<file path="src/rtl/data_mem_responder.sv">
// Word-addressed data memory target for MemRead/MemWrite; completes in LATENCY+1 cycles after acceptance.
// One access in flight; requests are held by the initiator until MemReady, so inputs are ignored while busy.
module data_mem_responder #(
    parameter int DATA_W  = 32,
    parameter int DEPTH   = 64,
    parameter int LATENCY = 2
) (
    input  logic              clk,
    input  logic              rst_n,
    input  logic              MemRead,
    input  logic              MemWrite,
    input  logic [31:0]       Addr,
    input  logic [DATA_W-1:0] WriteData,
    output logic [DATA_W-1:0] ReadData,
    output logic              MemReady,
    output logic              MemBusy,
    output logic              AccessErr
);
    localparam int          IDX_W   = (DEPTH > 1) ? $clog2(DEPTH) : 1;
    localparam logic [3:0]  LAT     = 4'(LATENCY);
    localparam logic [29:0] DEPTH_W = 30'(DEPTH);

    typedef enum logic [1:0] {
        IDLE = 2'd0,
        WAIT = 2'd1,
        RESP = 2'd2
    } state_e;

    state_e            state_q, state_d;
    logic [3:0]        cnt_q, cnt_d;
    logic [31:0]       addr_q, addr_d;
    logic [DATA_W-1:0] wdat_q, wdat_d;
    logic              rd_q, rd_d;
    logic              wr_q, wr_d;
    logic              err_q, err_d;
    logic [DATA_W-1:0] rdata_q, rdata_d;
    logic [DATA_W-1:0] mem_q [DEPTH];

    logic [31:0]       acc_addr;
    logic [DATA_W-1:0] acc_wdat;
    logic              acc_rd;
    logic              acc_wr;
    logic              acc_err;
    logic [IDX_W-1:0]  acc_idx;
    logic              enter_resp;
    logic              mem_we;

    // With zero latency the access resolves on the acceptance edge itself, so
    // the live request is used in IDLE and the latched copy afterwards.
    always_comb begin
        acc_addr = addr_q;
        acc_wdat = wdat_q;
        acc_rd   = rd_q;
        acc_wr   = wr_q;
        if (state_q == IDLE) begin
            acc_addr = Addr;
            acc_wdat = WriteData;
            acc_rd   = MemRead;
            acc_wr   = MemWrite;
        end
        acc_idx = acc_addr[IDX_W+1:2];
        acc_err = (acc_addr[1:0] != 2'b00) || (acc_addr[31:2] >= DEPTH_W) || (acc_rd && acc_wr);
    end

    always_comb begin
        state_d    = state_q;
        cnt_d      = cnt_q;
        addr_d     = addr_q;
        wdat_d     = wdat_q;
        rd_d       = rd_q;
        wr_d       = wr_q;
        err_d      = err_q;
        rdata_d    = rdata_q;
        enter_resp = 1'b0;
        case (state_q)
            IDLE: begin
                if (MemRead || MemWrite) begin
                    addr_d = Addr;
                    wdat_d = WriteData;
                    rd_d   = MemRead;
                    wr_d   = MemWrite;
                    if (LAT == 4'd0) begin
                        state_d    = RESP;
                        enter_resp = 1'b1;
                    end else begin
                        state_d = WAIT;
                        cnt_d   = LAT;
                    end
                end
            end
            WAIT: begin
                cnt_d = cnt_q - 4'd1;
                if (cnt_q <= 4'd1) begin
                    state_d    = RESP;
                    enter_resp = 1'b1;
                end
            end
            RESP:    state_d = IDLE;
            default: state_d = IDLE;
        endcase

        // Write completions leave ReadData untouched; errors force it to zero.
        mem_we = enter_resp && acc_wr && !acc_err;
        if (enter_resp) begin
            err_d = acc_err;
            if (acc_err) begin
                rdata_d = '0;
            end else if (acc_rd) begin
                rdata_d = mem_q[acc_idx];
            end
        end
    end

    always_ff @(posedge clk or negedge rst_n) begin
        if (!rst_n) begin
            state_q <= IDLE;
            cnt_q   <= '0;
            addr_q  <= '0;
            wdat_q  <= '0;
            rd_q    <= 1'b0;
            wr_q    <= 1'b0;
            err_q   <= 1'b0;
            rdata_q <= '0;
        end else begin
            state_q <= state_d;
            cnt_q   <= cnt_d;
            addr_q  <= addr_d;
            wdat_q  <= wdat_d;
            rd_q    <= rd_d;
            wr_q    <= wr_d;
            err_q   <= err_d;
            rdata_q <= rdata_d;
        end
    end

    always_ff @(posedge clk or negedge rst_n) begin
        if (!rst_n) begin
            for (int i = 0; i < DEPTH; i++) begin
                mem_q[i] <= '0;
            end
        end else if (mem_we) begin
            mem_q[acc_idx] <= acc_wdat;
        end
    end

    assign ReadData  = rdata_q;
    assign MemReady  = (state_q == RESP);
    assign MemBusy   = (state_q != IDLE);
    assign AccessErr = (state_q == RESP) && err_q;

endmodule

</file>
<file path="config.mk">
export PLATFORM = sky130hd
export DESIGN_NAME = data_mem_responder
export DESIGN_NICKNAME = d
export VERILOG_FILES = /design/src/rtl/data_mem_responder.sv
export SDC_FILE = /design/constraint.sdc
export NUM_CORES = 2
export LEC_CHECK = 0
export ABC_AREA = 1
export BUFFER_PORTS_ARGS = -buffer_cell sky130_fd_sc_hd__buf_2
export CAP_MARGIN = 20
export CORE_UTILIZATION = 57
export CTS_CLUSTER_DIAMETER = 50
export DETAILED_ROUTE_END_ITERATION = 8
export HOLD_SLACK_MARGIN = 0.02
export PLACE_DENSITY = 0.76
export SYNTH_ARGS = -nofsm -noshare
export SYNTH_HDL_FRONTEND = slang
export SYNTH_SLANG_ARGS = --single-unit
</file>
<file path="constraint.sdc">
create_clock -name clk -period 2.6 [get_ports clk]
set_input_delay 0.26 -clock clk [delete_from_list [all_inputs] [get_ports clk]]
set_output_delay 0.26 -clock clk [all_outputs]
set_load 0.05 [all_outputs]
</file>
Word-level counts from Yosys, hierarchy flattened
Index checks and enable logic that the tools add are counted.

storage, ports and cells
  flip-flop bits (word level) = 2,153
  latch bits = 0
  RAM bits = 0
  ROM bits = 0
  input port bits = 68
  output and inout bits = 35
  memories = 0

operators by class
  $add $sub $neg = 1
  $mul = 0
  divide/modulo/power cells = 0
  magnitude comparators = 4
  equal/unequal tests = 4
  shift-type cells = 0
  muxes and demuxes = 19
  bitwise logic cells = 1
  reductions and logical operators = 18

operators with widths
  cell                   count
  $bwmux W2048           1
  $mux W32               7
  $bmux W32 S6           1
  $demux W32 S6          1
  $ge A30 B7 Y1 const B  1
  $pmux W4 S2            1
  $reduce_and A2 Y1      4
  $reduce_bool A2 Y1     4
  $ge A7 B7 Y1 const B   1
  $lt A7 B1 Y1 const B   1
  $not A6 Y7             1
  $logic_and A1 B1 Y1    5
  $le A4 B1 Y1 const B   1
  $mux W1                4
  $mux W2                2
  $mux W4                1
  $pmux W2 S2            1
  $sub A4 B1 Y4 const B  1
  $logic_or A1 B1 Y1     3
  $eq A2 B1 Y1 const B   1
  $eq A2 B2 Y1 const B   1
  $logic_not A2 Y1       1
  $ne A2 B1 Y1 const B   1
  $ne A2 B2 Y1 const B   1
  $logic_not A1 Y1       1

Longest topological paths before layout
  depth in word-level cells = 8
  gate-level depth with buffers = 17

Worst setup path after synthesis
Ideal clock, no wire load.

  path kind = register to register
  from = reg state_q[0]
  to = reg mem_q[266] (netlist bit)
  data arrival time = 2.461 ns
  setup slack = 0.005 ns
  stages on the path, launching flop included = 14
  path through = dfrtp_1 inv_1 nand2_1 buf_4 nand3_1 o21ai_0 nand3_1 nor2_2 nand3_4 nor2_8 nand2_4 clkbuf_1 nand2_1 o21ai_0

between the ends
  cells in the longest elaborated chain, start to end = 8
  elaborated cells between the ends (all ways) = 22
  classes of those cells = order compare (3); eq/ne (1); mux (8); bitwise (1); reduce/logical (9)

ends and longest elaborated chain
  element                                                                    RTL line  RTL
  start: declaration                                                         29        state_e state_q, state_d;
  start signal: assignment                                                   125       state_q <= state_d;
  $logic_not A2 Y1                                                           55        if (state_q == IDLE) begin
  $mux W32                                                                   55
  $not A6 Y7 (implied by the code)                                           142       mem_q[acc_idx] <= acc_wdat;
  $ge A7 B7 Y1 (implied by the code) / $lt A7 B1 Y1 (equally long branches)  142
  $logic_and A1 B1 Y1 (implied by the code)                                  142
  $mux W32 (implied by the code)                                             142
  $demux W32 S6                                                              142
  $bwmux W2048                                                               142
  end signal: indexed assignment                                             142
  end: declaration                                                           37        logic [DATA_W-1:0] mem_q [DEPTH];

Parallel ways exist; a longest one is shown, timed or not.
A chain may end at the register's enable or synchronous reset.

Worst setup path after layout
  from = reg state_q[1]
  to = reg rdata_q[24], in the netlist ReadData[24]

between the ends
  cells in the longest elaborated chain, start to end = 8
  elaborated cells between the ends (all ways) = 19
  classes of those cells = order compare (1); eq/ne (1); mux (9); bitwise (1); reduce/logical (7)

ends and longest elaborated chain
  element                                                                RTL line  RTL
  parallel branches: the longest is 8 deep, another holds $ge A30 B7 Y1  --
  end signal: assignment                                                 132       rdata_q <= rdata_d;
  end: declaration                                                       36        logic [DATA_W-1:0] rdata_q, rdata_d;

Several ways; the timed one is not identified. The select of a mux whose other input is x is not followed.

==> summary.md <==
| Metric | Value |
|---|---|
| Critical setup path kind | `reg -> reg` |
| Worst path max stage delay | `around 420 ps` |
| Area grow syn2layout | `23.2%` |
| Category of cells accounting for the largest share of critical-path delay | `simple AND/OR/NAND/NOR gates` |
| Crit path setup slack, layout | `-186 ps` |
| Number of hold violations in the final report | `0` |
| Layout Nets | `14000` |
| Half-perimeter wire length after placement | `229000 um` |
| Failing checks | `negative setup slack` |
| Antenna viol nets, final | `0` |
| Clock tree root driver cell | `sky130_fd_sc_hd__clkbuf_16` |
| Status | `complete, but fails checks` |
| Number of max-capacitance violations reported | `0` |
| Final routed wire length divided by cell count | `22.6 um` |
| Maximum buffer depth of the clock tree | `3` |
| Portion of total power attributed to the clock network | `roughly a fifth` |
| Detailed-route via count | `slightly below 100k` |
| Sw Pwr | `76.8 mW` |
| Average size of a mapped cell | `about 7.5 um^2` |
| H-tree levels | `4` |
| Router iterations before antenna repair | `9` |
| Synth Warn # | `0` |
| Setup repair after global routing missed its margin | `true` |
| Number of port buffers | `just over 100` |
| Capture point of the worst reg-to-reg path | `ReadData[24]$_DFFE_PN0P_` |
| Cell repeated most along the worst path | `sky130_fd_sc_hd__nand2_1` |
| Peak fanout along the critical path | `6` |
| Post-Syn Instances | `~14000` |
| Least-Margin Pin Slew | `around 750 ps` |
| Min cycle time layout | `between 2000 and 3000 ps` |
| Sequential fraction of the synthesis area | `a little over half` |
| Post-synthesis net count | `approximately 14000` |
| Fmax | `~0.36 GHz` |
| Area of the die | `~0.18 mm^2` |
| Area leader, netlist | `sky130_fd_sc_hd__dfrtp_1` |
| Clock latency on the worst-skew pair | `around 900 ps` |
| Fill count | `12900` |
| Tot GR Track Use | `around two fifths` |
| Number of DRC violations after detailed-routing iteration 0 | `around 14000` |
| Number of global-route vias before repair | `around 94000` |
| Routed WL | `~370000 um` |
| Number of remaining DRC errors | `0` |
| Share of the synthesized area in the top cell type | `53.0%` |
| Depth of the worst hold-timing path | `4` |
| Slowest CP cell | `sky130_fd_sc_hd__dfrtp_1` |
| Number of different library cells in the post-synthesis netlist | `34` |
| Antenna violations before repair | `16` |
| Wire length of the first global-routing pass | `roughly 560000 um` |
| Worst EP arrival | `roughly 3600 ps` |
| Overall overflow remaining after global route | `0` |
| Via density | `~5.9` |
| Combined buffer and inverter count along the critical path | `6` |
| Count of boundary I/O pins | `~100` |
| Die H | `about 420 um` |
| Final Wtd Congestion | `1.02` |
| Synthesized flop and latch total | `2153` |
| Number of cells in the design after placement | `around 16000` |
| Final sum of negative setup slack | `-93510 ps` |
| Dominant cells by area after synthesis | `sky130_fd_sc_hd__dfrtp_1 53%, sky130_fd_sc_hd__nand2_1 22%, sky130_fd_sc_hd__o21ai_0 9.6%` |
| Final Slew Violations | `0` |
| Most used standard cell by instance count after synthesis | `sky130_fd_sc_hd__nand2_1` |
| Row count | `154` |
| Endpoint with the worst hold slack | `addr_q[17]$_DFFE_PN0P_` |
| Final worst path period share | `107%` |
| Number of clock sinks | `2153` |
| Crit path launch type | `flip-flop` |
| TritonCTS clock tree | `yes` |
| Post-Route Utilization | `between 70% and 80%` |
| Worst slack on hold paths | `between 150 and 200 ps` |
| TritonCTS buffer count | `between 200 and 250` |
| Internal power of the cells | `around 85 mW` |
| Effective utilization at floorplan | `~58%` |
| Layout cells sized above 1 | `between 10% and 20%` |
| Number of enable flip-flop cells after synthesis | `0` |
| Reg2reg setup slack | `-190 ps` |
| Proportion of register bits with asynchronous set or reset after synthesis | `100%` |
| Power density over the cells | `between 1000 and 1500 mW/mm^2` |
| Switching share of total power | `between 40% and 50%` |
| Startpoint of the worst register-to-register path | `state_q[1]$_DFFE_PN0P_` |
| Final Skew | `around 54 ps` |
| Total leakage power | `roughly 60 nW` |
| Startpoint of the lowest-slack hold path | `Addr[17]` |
| Hold crit path type | `in -> reg` |
| Clock-pin slew on the worst setup and hold paths | `70 ps` |
| Die X | `424 um` |
| Cell chain of the critical path | `nor2_4 -> buf_12 -> nand2_4 -> buf_6 -> nand2_8 -> buf_16 -> buf_12 -> buf_4 -> buf_4 -> nand2_1 -> nand2_1 -> nand2_1 -> nand2_1 -> nand2_1 -> nand2_1 -> nand2_2 -> nand2_2 -> nor2_2 -> nand3_1 -> nand2_1` |
| Fraction of power consumed by combinational cells | `about 58%` |
| Most instantiated cells after synthesis | `5997 x sky130_fd_sc_hd__nand2_1, 2153 x sky130_fd_sc_hd__dfrtp_1, 1941 x sky130_fd_sc_hd__o21ai_0` |
| Synth Cell Area | `0.102 mm^2` |
| Setup Viol. Count Final | `approximately 1600` |
| Critical path required time | `between 3000 and 4000 ps` |
| Largest net degree at the start of global routing | `120` |
| Share of total power in sequential cells | `a little over a fifth` |
| Highest ir drop seen on vdd | `around 1000 uV` |
| Area of the placeable core | `between 0.15 and 0.2 mm^2` |
| Number of cells in the finished layout apart from fillers | `roughly 17000` |
| R2R cell count | `20` |
| Headroom to the max-slew limit | `around 50%` |
| Top FF cell, synth | `sky130_fd_sc_hd__dfrtp_1` |
| Critical Path End Type | `flip-flop` |
-- power by group through the flow --
stage	sequential (mW)	combinational, mW	clock (mW)
4_1_cts	34.5	86.9	32.9
3_3_place_gp	35.1	77.1	0
5_1_grt	34.6	97.6	34.3
6_report	34.6	94.1	32.9
2_1_floorplan	34.9	37.2	0
3_5_place_dp	35.1	77.9	0
-- how the worst max path moves through the flow --
stage                                to  depth (start not counted)              startpoint  slack (ps)
2_1_floorplan    mem_q[266]$_DFFE_PN0P_                         13  state_q[0]$_DFFE_PN0P_           5
3_3_place_gp    ReadData[2]$_DFFE_PN0P_                         16  state_q[1]$_DFFE_PN0P_        -730
3_5_place_dp    ReadData[2]$_DFFE_PN0P_                         16  state_q[1]$_DFFE_PN0P_        -740
4_1_cts        ReadData[18]$_DFFE_PN0P_                         20  state_q[0]$_DFFE_PN0P_        -120
5_1_grt          mem_q[246]$_DFFE_PN0P_                         14  state_q[1]$_DFFE_PN0P_        -250
6_report       ReadData[24]$_DFFE_PN0P_                         20  state_q[1]$_DFFE_PN0P_        -190
-- cell type report --
class	count	area, um^2	area share, %
Sequential cell	2153	53900	43.1
Multi-Input combinational cell	9439	42100	33.6
Timing Repair Buffer	1187	15000	12.0
Clock buffer	335	6620	5.29
Inverter	973	3660	2.93
Tap cell	2340	2930	2.34
Clock inverter	80	927	0.741
Antenna cell	4	10.0	0.00800
-- worst register-to-register path, cell delays in order, from the launching register on --
cell	delay, ps
sky130_fd_sc_hd__dfrtp_1	420
sky130_fd_sc_hd__nor2_4	170
sky130_fd_sc_hd__buf_12	140
sky130_fd_sc_hd__nand2_4	70
sky130_fd_sc_hd__buf_6	130
sky130_fd_sc_hd__nand2_8	100
sky130_fd_sc_hd__buf_16	160
sky130_fd_sc_hd__buf_12	150
sky130_fd_sc_hd__buf_4	110
sky130_fd_sc_hd__buf_4	120
sky130_fd_sc_hd__nand2_1	60
sky130_fd_sc_hd__nand2_1	50
sky130_fd_sc_hd__nand2_1	50
sky130_fd_sc_hd__nand2_1	80
sky130_fd_sc_hd__nand2_1	60
sky130_fd_sc_hd__nand2_1	240
sky130_fd_sc_hd__nand2_2	160
sky130_fd_sc_hd__nand2_2	190
sky130_fd_sc_hd__nor2_2	80
sky130_fd_sc_hd__nand3_1	90
sky130_fd_sc_hd__nand2_1	50
-- placed cells by master (no fill, tap or decap), drive strengths merged, types with 8 or more instances in the layout --
master / Yosys / routed
nand2: 6054 / 6056
o21ai: 2291 / 2291
dfrtp: 2153 / 2153
buf: 60 / 1080
inv: 972 / 985
nand3: 784 / 784
clkbuf: 963 / 363
nor2: 168 / 168
nand3b: 67 / 67
dlygate4sd3: 0 / 67
clkinv: 1 / 44
a21oi: 39 / 39
nand4: 17 / 17
clkinvlp: 0 / 13
bufbuf: 0 / 12
bufinv: 0 / 11
nor3: 8 / 8
-- registers in the layout, summed over array words and instances, names as in the netlist --
register / count
mem_q: 2048
addr_q: 32
cnt_q: 4
rd_q: 1
state_q: 2
ReadData: 32
wr_q: 1
err_q: 1
wdat_q: 32
-- through the flow --
step	cell area, um^2	setup WS [ps]	total power, mW
6_report	125000	-186	162
5_1_grt	125000	-250	167
4_1_cts	123000	-116	154
3_5_place_dp	112000	-736	113
3_3_place_gp	112000	-734	112
2_1_floorplan	102000	4.84	72.2
-- timing repair --
action	4_1_cts	5_1_grt
endpoints found under the hold margin	1324	0
buffers inserted	83	39
endpoints found under the setup margin	2079	2070
gates resized for setup	369	302
hold buffers	68	0
pin swaps	58	51
gates cloned	38	33
-- cells by family after synthesis --
logic type	synth area share [%]
xor gates and xnor gates	0.00863
AOI/OAI and AO/OA	11.5
buffers and inverters	7.39
DFF	53.0
muxes	0.0197
adders and majority gates	0.0246
and+or+nand+nor	28.0
-- routing by layer --
metal | vias up | global-route usage, % | share of wire (%)
li1 | 43400 | - | -
met1 | 46700 | 51.2 | 35
met2 | 6586 | 60.5 | 43
met3 | 1600 | 10.1 | 13
met4 | 8 | 30.1 | 8.9
met5 | - | 0 | 0.015
No activity file was read; power rests on OpenSTA's default activity.
